### src/rtl/icw_sequencer_pkg.sv
`default_nettype none
// ============================================================================
// Module      : icw_sequencer_pkg
// Description : Shared state encodings, command-byte bit indices and pulse
//               slot indices for the ICW sequencer and ICW/OCW registers.
// Revision    : 1.0 - initial release
// ============================================================================
package icw_sequencer_pkg;

    typedef enum logic [2:0] {
        UNINIT    = 3'd0,
        WAIT_ICW2 = 3'd1,
        WAIT_ICW3 = 3'd2,
        WAIT_ICW4 = 3'd3,
        READY     = 3'd4
    } state_t;

    localparam int ICW1_IC4  = 0;
    localparam int ICW1_SNGL = 1;
    localparam int SEL_D3    = 3;
    localparam int SEL_D4    = 4;

    localparam int PULSE_W    = 7;
    localparam int PULSE_ICW1 = 0;
    localparam int PULSE_ICW2 = 1;
    localparam int PULSE_ICW3 = 2;
    localparam int PULSE_ICW4 = 3;
    localparam int PULSE_OCW1 = 4;
    localparam int PULSE_OCW2 = 5;
    localparam int PULSE_OCW3 = 6;

    // Operational-mode decode of a non-ICW1 write.
    function automatic logic [PULSE_W-1:0] ocw_decode(input logic a0, input logic [7:0] data);
        logic [PULSE_W-1:0] p;
        p = '0;
        if (a0) begin
            p[PULSE_OCW1] = 1'b1;
        end else if (!data[SEL_D4]) begin
            if (data[SEL_D3]) p[PULSE_OCW3] = 1'b1;
            else              p[PULSE_OCW2] = 1'b1;
        end
        return p;
    endfunction

endpackage : icw_sequencer_pkg
`default_nettype wire

### src/rtl/icw_sequencer.sv
`default_nettype none
// ============================================================================
// Module      : icw_sequencer
// Description : Initialization-command-word sequencer: tracks ICW1..ICW4 and
//               emits registered single-cycle ICW/OCW load pulses.
// Revision    : 1.0 - initial release
// ============================================================================
module icw_sequencer
    import icw_sequencer_pkg::*;
#(
    parameter bit OCW_BEFORE_INIT = 1'b0
) (
    input  logic       clock,
    input  logic       reset_n,
    input  logic       write_strobe,
    input  logic       address_0,
    input  logic [7:0] internal_data_bus,
    output logic       write_initial_command_word_1,
    output logic       write_initial_command_word_2,
    output logic       write_initial_command_word_3,
    output logic       write_initial_command_word_4,
    output logic       write_operation_control_word_1,
    output logic       write_operation_control_word_2,
    output logic       write_operation_control_word_3,
    output logic       init_in_progress,
    output logic       init_done,
    output logic [2:0] sequence_state
);

    state_t               r_state;
    state_t               w_next_state;
    logic                 r_single_mode;
    logic                 r_icw4_required;
    logic                 w_single_next;
    logic                 w_icw4_next;
    logic [PULSE_W-1:0]   r_pulse;
    logic [PULSE_W-1:0]   w_pulse;
    logic                 w_is_icw1;
    logic                 w_legal_state;

    assign w_is_icw1     = write_strobe && !address_0 && internal_data_bus[SEL_D4];
    assign w_legal_state = (r_state <= READY);

    always_comb begin
        w_next_state  = r_state;
        w_pulse       = '0;
        w_single_next = r_single_mode;
        w_icw4_next   = r_icw4_required;
        if (!w_legal_state) begin
            w_next_state = UNINIT;
        end else if (w_is_icw1) begin
            // ICW1 always (re)starts the sequence, whatever the current state.
            w_pulse[PULSE_ICW1] = 1'b1;
            w_single_next       = internal_data_bus[ICW1_SNGL];
            w_icw4_next         = internal_data_bus[ICW1_IC4];
            w_next_state        = WAIT_ICW2;
        end else if (write_strobe) begin
            case (r_state)
                UNINIT: begin
                    if (OCW_BEFORE_INIT) w_pulse = ocw_decode(address_0, internal_data_bus);
                end
                WAIT_ICW2: begin
                    if (address_0) begin
                        w_pulse[PULSE_ICW2] = 1'b1;
                        if (!r_single_mode)       w_next_state = WAIT_ICW3;
                        else if (r_icw4_required) w_next_state = WAIT_ICW4;
                        else                      w_next_state = READY;
                    end
                end
                WAIT_ICW3: begin
                    if (address_0) begin
                        w_pulse[PULSE_ICW3] = 1'b1;
                        w_next_state        = r_icw4_required ? WAIT_ICW4 : READY;
                    end
                end
                WAIT_ICW4: begin
                    if (address_0) begin
                        w_pulse[PULSE_ICW4] = 1'b1;
                        w_next_state        = READY;
                    end
                end
                READY: begin
                    w_pulse = ocw_decode(address_0, internal_data_bus);
                end
                default: begin
                    w_next_state = UNINIT;
                end
            endcase
        end
    end

    always_ff @(posedge clock or negedge reset_n) begin
        if (!reset_n) begin
            r_state         <= UNINIT;
            r_single_mode   <= 1'b0;
            r_icw4_required <= 1'b0;
            r_pulse         <= '0;
        end else begin
            r_state         <= w_next_state;
            r_single_mode   <= w_single_next;
            r_icw4_required <= w_icw4_next;
            r_pulse         <= w_pulse;
        end
    end

    assign write_initial_command_word_1   = r_pulse[PULSE_ICW1];
    assign write_initial_command_word_2   = r_pulse[PULSE_ICW2];
    assign write_initial_command_word_3   = r_pulse[PULSE_ICW3];
    assign write_initial_command_word_4   = r_pulse[PULSE_ICW4];
    assign write_operation_control_word_1 = r_pulse[PULSE_OCW1];
    assign write_operation_control_word_2 = r_pulse[PULSE_OCW2];
    assign write_operation_control_word_3 = r_pulse[PULSE_OCW3];

    assign init_in_progress = (r_state == WAIT_ICW2) || (r_state == WAIT_ICW3) || (r_state == WAIT_ICW4);
    assign init_done        = (r_state == READY);
    assign sequence_state   = r_state;

endmodule : icw_sequencer
`default_nettype wire

### config.mk
export PLATFORM = sky130hd
export DESIGN_NAME = icw_sequencer
export DESIGN_NICKNAME = d
export VERILOG_FILES = /design/src/rtl/icw_sequencer_pkg.sv /design/src/rtl/icw_sequencer.sv
export SDC_FILE = /design/constraint.sdc
export NUM_CORES = 1
export LEC_CHECK = 0
export CORE_UTILIZATION = 42
export CTS_BUF_LIST = sky130_fd_sc_hd__clkbuf_16
export DETAILED_ROUTE_END_ITERATION = 8
export GPL_TIMING_DRIVEN = 0
export PLACE_DENSITY = 0.8
export RECOVER_POWER = 100
export SLEW_MARGIN = 0
export SYNTH_ARGS = -nofsm -noshare
export SYNTH_HDL_FRONTEND = slang
export SYNTH_SLANG_ARGS = --single-unit
### constraint.sdc
create_clock -name clock -period 2.19 [get_ports clock]
set_input_delay 0.219 -clock clock [delete_from_list [all_inputs] [get_ports clock]]
set_output_delay 0.219 -clock clock [all_outputs]
set_load 0.01 [all_outputs]
==> results of run 1 <==
## logic make-up (layout without fill, tap and decap cells)
family          after synthesis  after routing  synth area share [%]
mux                           2              2                  5.37
buf+inv                       5             27                  4.03
compound gates               11             11                  15.9
flops                        12             12                  53.7
simple gates                 20             20                  21.0
## cell type report
type / instances / area (um^2) / area share [%]
Sequential cell: 12 / 300 / 36.5
Multi-Input combinational cell: 33 / 218 / 26.4
Timing Repair Buffer: 19 / 190 / 23.1
Clock buffer: 3 / 75.1 / 9.12
Tap cell: 14 / 17.5 / 2.13
Inverter: 4 / 15.0 / 1.82
Buffer: 1 / 7.51 / 0.912
## per-stage QoR
step	std cells	total power, W	instance area [um^2]
after CTS	86	0.000960	842
after global placement	83	0.000630	767
after floorplan	50	0.000504	559
final	86	0.000910	823
after detailed placement	83	0.000633	767
after global routing	86	0.000962	823
## power by group through the flow
stage,Clock (W),Combinational (W),Sequential (W)
finish,0.000313,0.000295,0.000301
global route,0.000333,0.000323,0.000306
CTS,0.000318,0.000333,0.000309
detailed placement,0,0.000322,0.000311
global placement,0,0.000321,0.000309
floorplan,0,0.000189,0.000315
## cells in the mapped netlist (all sizes together)
| master | instances | area share, % |
|---|---|---|
| o21a | 1 | 1.3 |
| o22a | 1 | 1.6 |
| a2bb2oi | 1 | 1.6 |
| nor2 | 5 | 4.7 |
| o21ai | 2 | 1.8 |
| nand2b | 3 | 3.4 |
| a22oi | 1 | 1.3 |
| nor4 | 4 | 4.5 |
| nand2 | 2 | 1.3 |
| nand3b | 1 | 1.3 |
| buf | 1 | 1.3 |
| a21oi | 2 | 3.8 |
| and3 | 1 | 1.1 |
| dfrtp | 12 | 54 |
| mux2 | 2 | 5.4 |
| o31a | 1 | 1.6 |
| o211a | 1 | 1.8 |
| nor3b | 1 | 1.3 |
| o22ai | 1 | 1.1 |
| inv | 4 | 2.7 |
| nor2b | 3 | 3.4 |
## layout by cell type, fill, tap and decap left out
master / instances
o22ai_1: 1
o22a_1: 1
o31a_1: 1
buf_4: 1
dfrtp_1: 12
nand2_1: 2
and3_1: 1
mux2_4: 2
inv_2: 2
clkbuf_16: 3
dlygate4sd3_1: 13
nor2b_1: 3
a22oi_1: 1
clkinv_1: 1
nand2b_1: 3
o21ai_0: 2
clkdlybuf4s50_1: 6
nand3b_1: 1
nor4_1: 4
nor3b_1: 1
inv_1: 1
o21a_1: 1
a21oi_1: 2
nor2_1: 5
o211a_1: 1
a2bb2oi_1: 1
## worst paths after layout
kind,start,to,slack [ps],cells past startpoint
max in group asynchronous,reset_n,r_pulse[1]$_DFF_PN0_,1450,1
max reg2reg,sequence_state[1]$_DFFE_PN0P_,r_icw4_required$_DFFE_PN0P_,510,4
max,sequence_state[1]$_DFFE_PN0P_,init_done,250,4
min reg2reg,r_single_mode$_DFFE_PN0P_,r_single_mode$_DFFE_PN0P_,560,1
min in group clock,internal_data_bus[3],r_pulse[5]$_DFF_PN0_,550,2
min,reset_n,r_pulse[2]$_DFF_PN0_,400,1
## sequential cells by signal, summed over array words and instances (netlist names)
signal           cells
r_icw4_required      1
r_pulse              7
r_single_mode        1
sequence_state       3
## per-layer routing
layer | up-vias | wire (um) | global-route usage (%) | share of wire [%]
li1 | 228 | - | - | -
met1 | 209 | 510 | 22.6 | 46
met2 | 22 | 545 | 27.9 | 49
met3 | 2 | 48 | 4.07 | 4.3
met4 | 0 | 12 | 12.1 | 1.1
met5 | - | 0 | 0 | 0
==> metrics.txt, run 1 <==
status=finished, final reports clean; die area=1480 um^2; combinational power share=32.4%; first-pass GRT wire length=1760 um; Slew headroom=65.7%; Seq pwr share=33.1%; Worst EP required=1970 ps; I/O pin count=24; Setup TNS=0 ps; f_max=between 500 and 600 MHz; Max Cap Viol=0; largest net degree at the start of global routing=13; crit-path max FO=8; core box area=around 1200 um^2; Die Wd=between 30 and 40 um; routed length per instance=13.0 um; final core utilization=between 70% and 80%; final worst slack=248 ps; Pint=approximately 0.00065 W; crit-path cells=nor2_1 -> nand2_1 -> inv_2 -> clkdlybuf4s50_1; pre-CTS setup slack=around 600 ps; Total Nets Final=86; Worst VDD drop=0.000840 V; GRT Util Overall=18.2%; Filler Cell Count=between 100 and 150; Final Critical Period=1940 ps; worst slew pin tran=between 500 and 600 ps; H-tree depth=1; clock root cell=clkbuf_16; max incr delay on CP=~530 ps; vias in the first global route=408; Slowest-stage cell, CP=clkdlybuf4s50_1; Crit Path Class=reg2out; crit start category=register; grt ovf=0; die height=about 38 um; RSZ-0062 raised after global routing=no; switching pwr=0.000261 W; Clock transition at path regs=roughly 40 ps; # rows=12; Worst Skew=1.63 ps; critical path endpoint category=primary output; drt drc=0; CTS Sinks=12; CTS resizes=0; Final period util=88.7%; post-synth net total=62; Clock Tree Buf Depth=2; number of synthesized register bits=12; area grow syn2layout=47.2%; hold_buf cts=0; Post-Syn Area=about 560 um^2; crit path DAT=1720 ps; final hold violation count=0; CP delay by family, top=buffers and inverters; initial antenna violation count=0; via count=461; antenna cells=0; setup violators final=0; gp weighted congestion=roughly 0.82; Antenna Nets Post-Route=0; drt first pass iters=4; sequential area share after synthesis=53.7%; TritonCTS Buffers=3; Starting Density=47.8%; Power Density=1110 nW/um^2; drt via density=5.36; leakage=0.404 nW; worst hold slack=between 400 and 500 ps; fin. max-slew vios=0; share of cells above drive strength 1=between 10 and 15%; Synth cell types=25; IO Port Bufs=19; CTS tree=yes; class of the worst hold path=in2async; post-CTS setup buffer count=0; Ys Warns=0; clock share of power=34.5%; Iter 0 DRT Violations=8; cells after synthesis=50; final wirelength=1120 um; Bufs and invs on worst path=2; Final HPWL DP=789 um; Mean Syn Cell Area=roughly 11 um^2; Clock Latency Late Sink=~230 ps; Sw Share=28.7%
(Power assumes the default switching activity.)
==> run 2, diff against run 1 <==
Settings changed: CORE_MARGIN set to 5, CTS_CLUSTER_SIZE set to 8.
==> run 2 against run 1 <==
Register-to-register slack better by 150 ps. Wire length up 15%. Design area up 1.1%. Worst hold slack about the same. Die area up 46%. Critical path depth unchanged. Worst setup slack worse by 34 ps. Core utilization down 5.5 points. Sequential power up 3%. Critical endpoint unchanged.
==> metrics.txt, run 2 (same netlist as run 1, synthesis figures left out) <==
# rows=13; status=finished, final reports clean; hold_buf cts=0; Die Wd=46.5 um; die height=46.5 um; Slew headroom=64.8%; Clock transition at path regs=40 ps; grt ovf=0; fin. max-slew vios=0; CTS tree=yes; IO Port Bufs=19; Antenna Nets Post-Route=0; drt first pass iters=4; leading cell type in the layout, fill and taps excluded=dlygate4sd3_1; Setup TNS=0 ps; post-CTS setup buffer count=0; Worst VDD drop=0.000638 V; gp weighted congestion=~0.77; die area=2160 um^2; RSZ-0062 raised after global routing=no; Crit Path Class=reg2out; worst slew pin tran=527 ps; Final HPWL DP=917 um; crit start category=register; Pwr Total=0.000942 W; TritonCTS Buffers=3; first-pass GRT wire length=2020 um; final wirelength=1280 um; crit path DAT=1760 ps; Worst Skew=1.24 ps; final hold violation count=0; class of the worst hold path=in2async; most frequent cells in the layout=dlygate4sd3_1 (14), dfrtp_1 (12), clkdlybuf4s50_1 (5); drt via density=approximately 5.3; Final period util=between 90% and 100%; post-route insts no fill=87; CTS Sinks=12; max reg flops=7; drt drc=0; I/O pin count=24; f_max=just over 500 MHz; routed length per instance=14.7 um; critical path endpoint category=primary output; antenna cells=0; Starting Density=between 40% and 50%; core box area=1280 um^2; area grow syn2layout=48.8%; initial antenna violation count=0; Clock Latency Late Sink=230 ps; Worst EP required=about 2000 ps; largest net degree at the start of global routing=13; most flop-heavy register=r_pulse; Filler Cell Count=104; Total Nets Final=86; Final Critical Period=1980 ps; Clock Tree Buf Depth=2; share of cells above drive strength 1=12.5%; Iter 0 DRT Violations=26; leakage=0.415 nW; placed cell count=84; Seq. cell area=300 um^2; clock root cell=clkbuf_16; CTS resizes=0; GRT Util Overall=between 10 and 15%; setup violators final=0; via count=463; Max Cap Viol=0; H-tree depth=1; crit-path max FO=8; vias in the first global route=~470; Power Density=1130 nW/um^2; Multi-input gate area=225 um^2
## run 2: per-stage QoR
stage	hold WS (ps)	setup WS (ps)	cell area, um^2	utilization [%]
2_1_floorplan	-76.6	889	559	-
3_3_place_gp	536	573	768	59.8
3_5_place_dp	550	564	768	59.8
4_1_cts	350	292	843	65.6
5_1_grt	454	121	832	64.8
6_report	402	214	832	64.8
## run 2: path summary, 6_finish.rpt
kind,start,end,slack [ps],depth (start not counted)
setup / recovery,sequence_state[1]$_DFFE_PN0P_,init_done,210,4
hold / removal,reset_n,r_pulse[6]$_DFF_PN0_,400,1
setup reg to reg,sequence_state[1]$_DFFE_PN0P_,r_single_mode$_DFFE_PN0P_,660,4
hold reg to reg,r_single_mode$_DFFE_PN0P_,r_single_mode$_DFFE_PN0P_,560,1
max in group asynchronous,reset_n,sequence_state[0]$_DFFE_PN0P_,1440,1
min in group clock,internal_data_bus[3],r_pulse[5]$_DFF_PN0_,550,2
## run 2: critical path: stages (launching register included)
cell and delay, ps:
dfrtp_1 490, nor2_4 200, nand2_1 120, inv_1 110
dlygate4sd3_1 610
## run 2: cell type report
type                    count  share of cell area, %
plain buffers               1                  0.902
clock buffers               3                   9.02
inverters                   4                   1.80
multi-input cells          33                   27.1
flip-flops and latches     12                   36.1
well taps                  15                   2.26
repair buffers             19                   22.9
## run 2: per-layer routing
metal / part of all wire [%] / GRT usage [%]
met2: 51 / 21.7
met5: 0 / 0
met1: 42 / 15.7
met4: 1.6 / 13.6
met3: 5.5 / 1.17
## run 2: report_power, final
part | total [W] | internal, W | switching, W
logic | 0.000310 | 0.000160 | 0.000150
clock network | 0.000322 | 0.000237 | 0.0000853
registers | 0.000310 | 0.000258 | 0.0000524
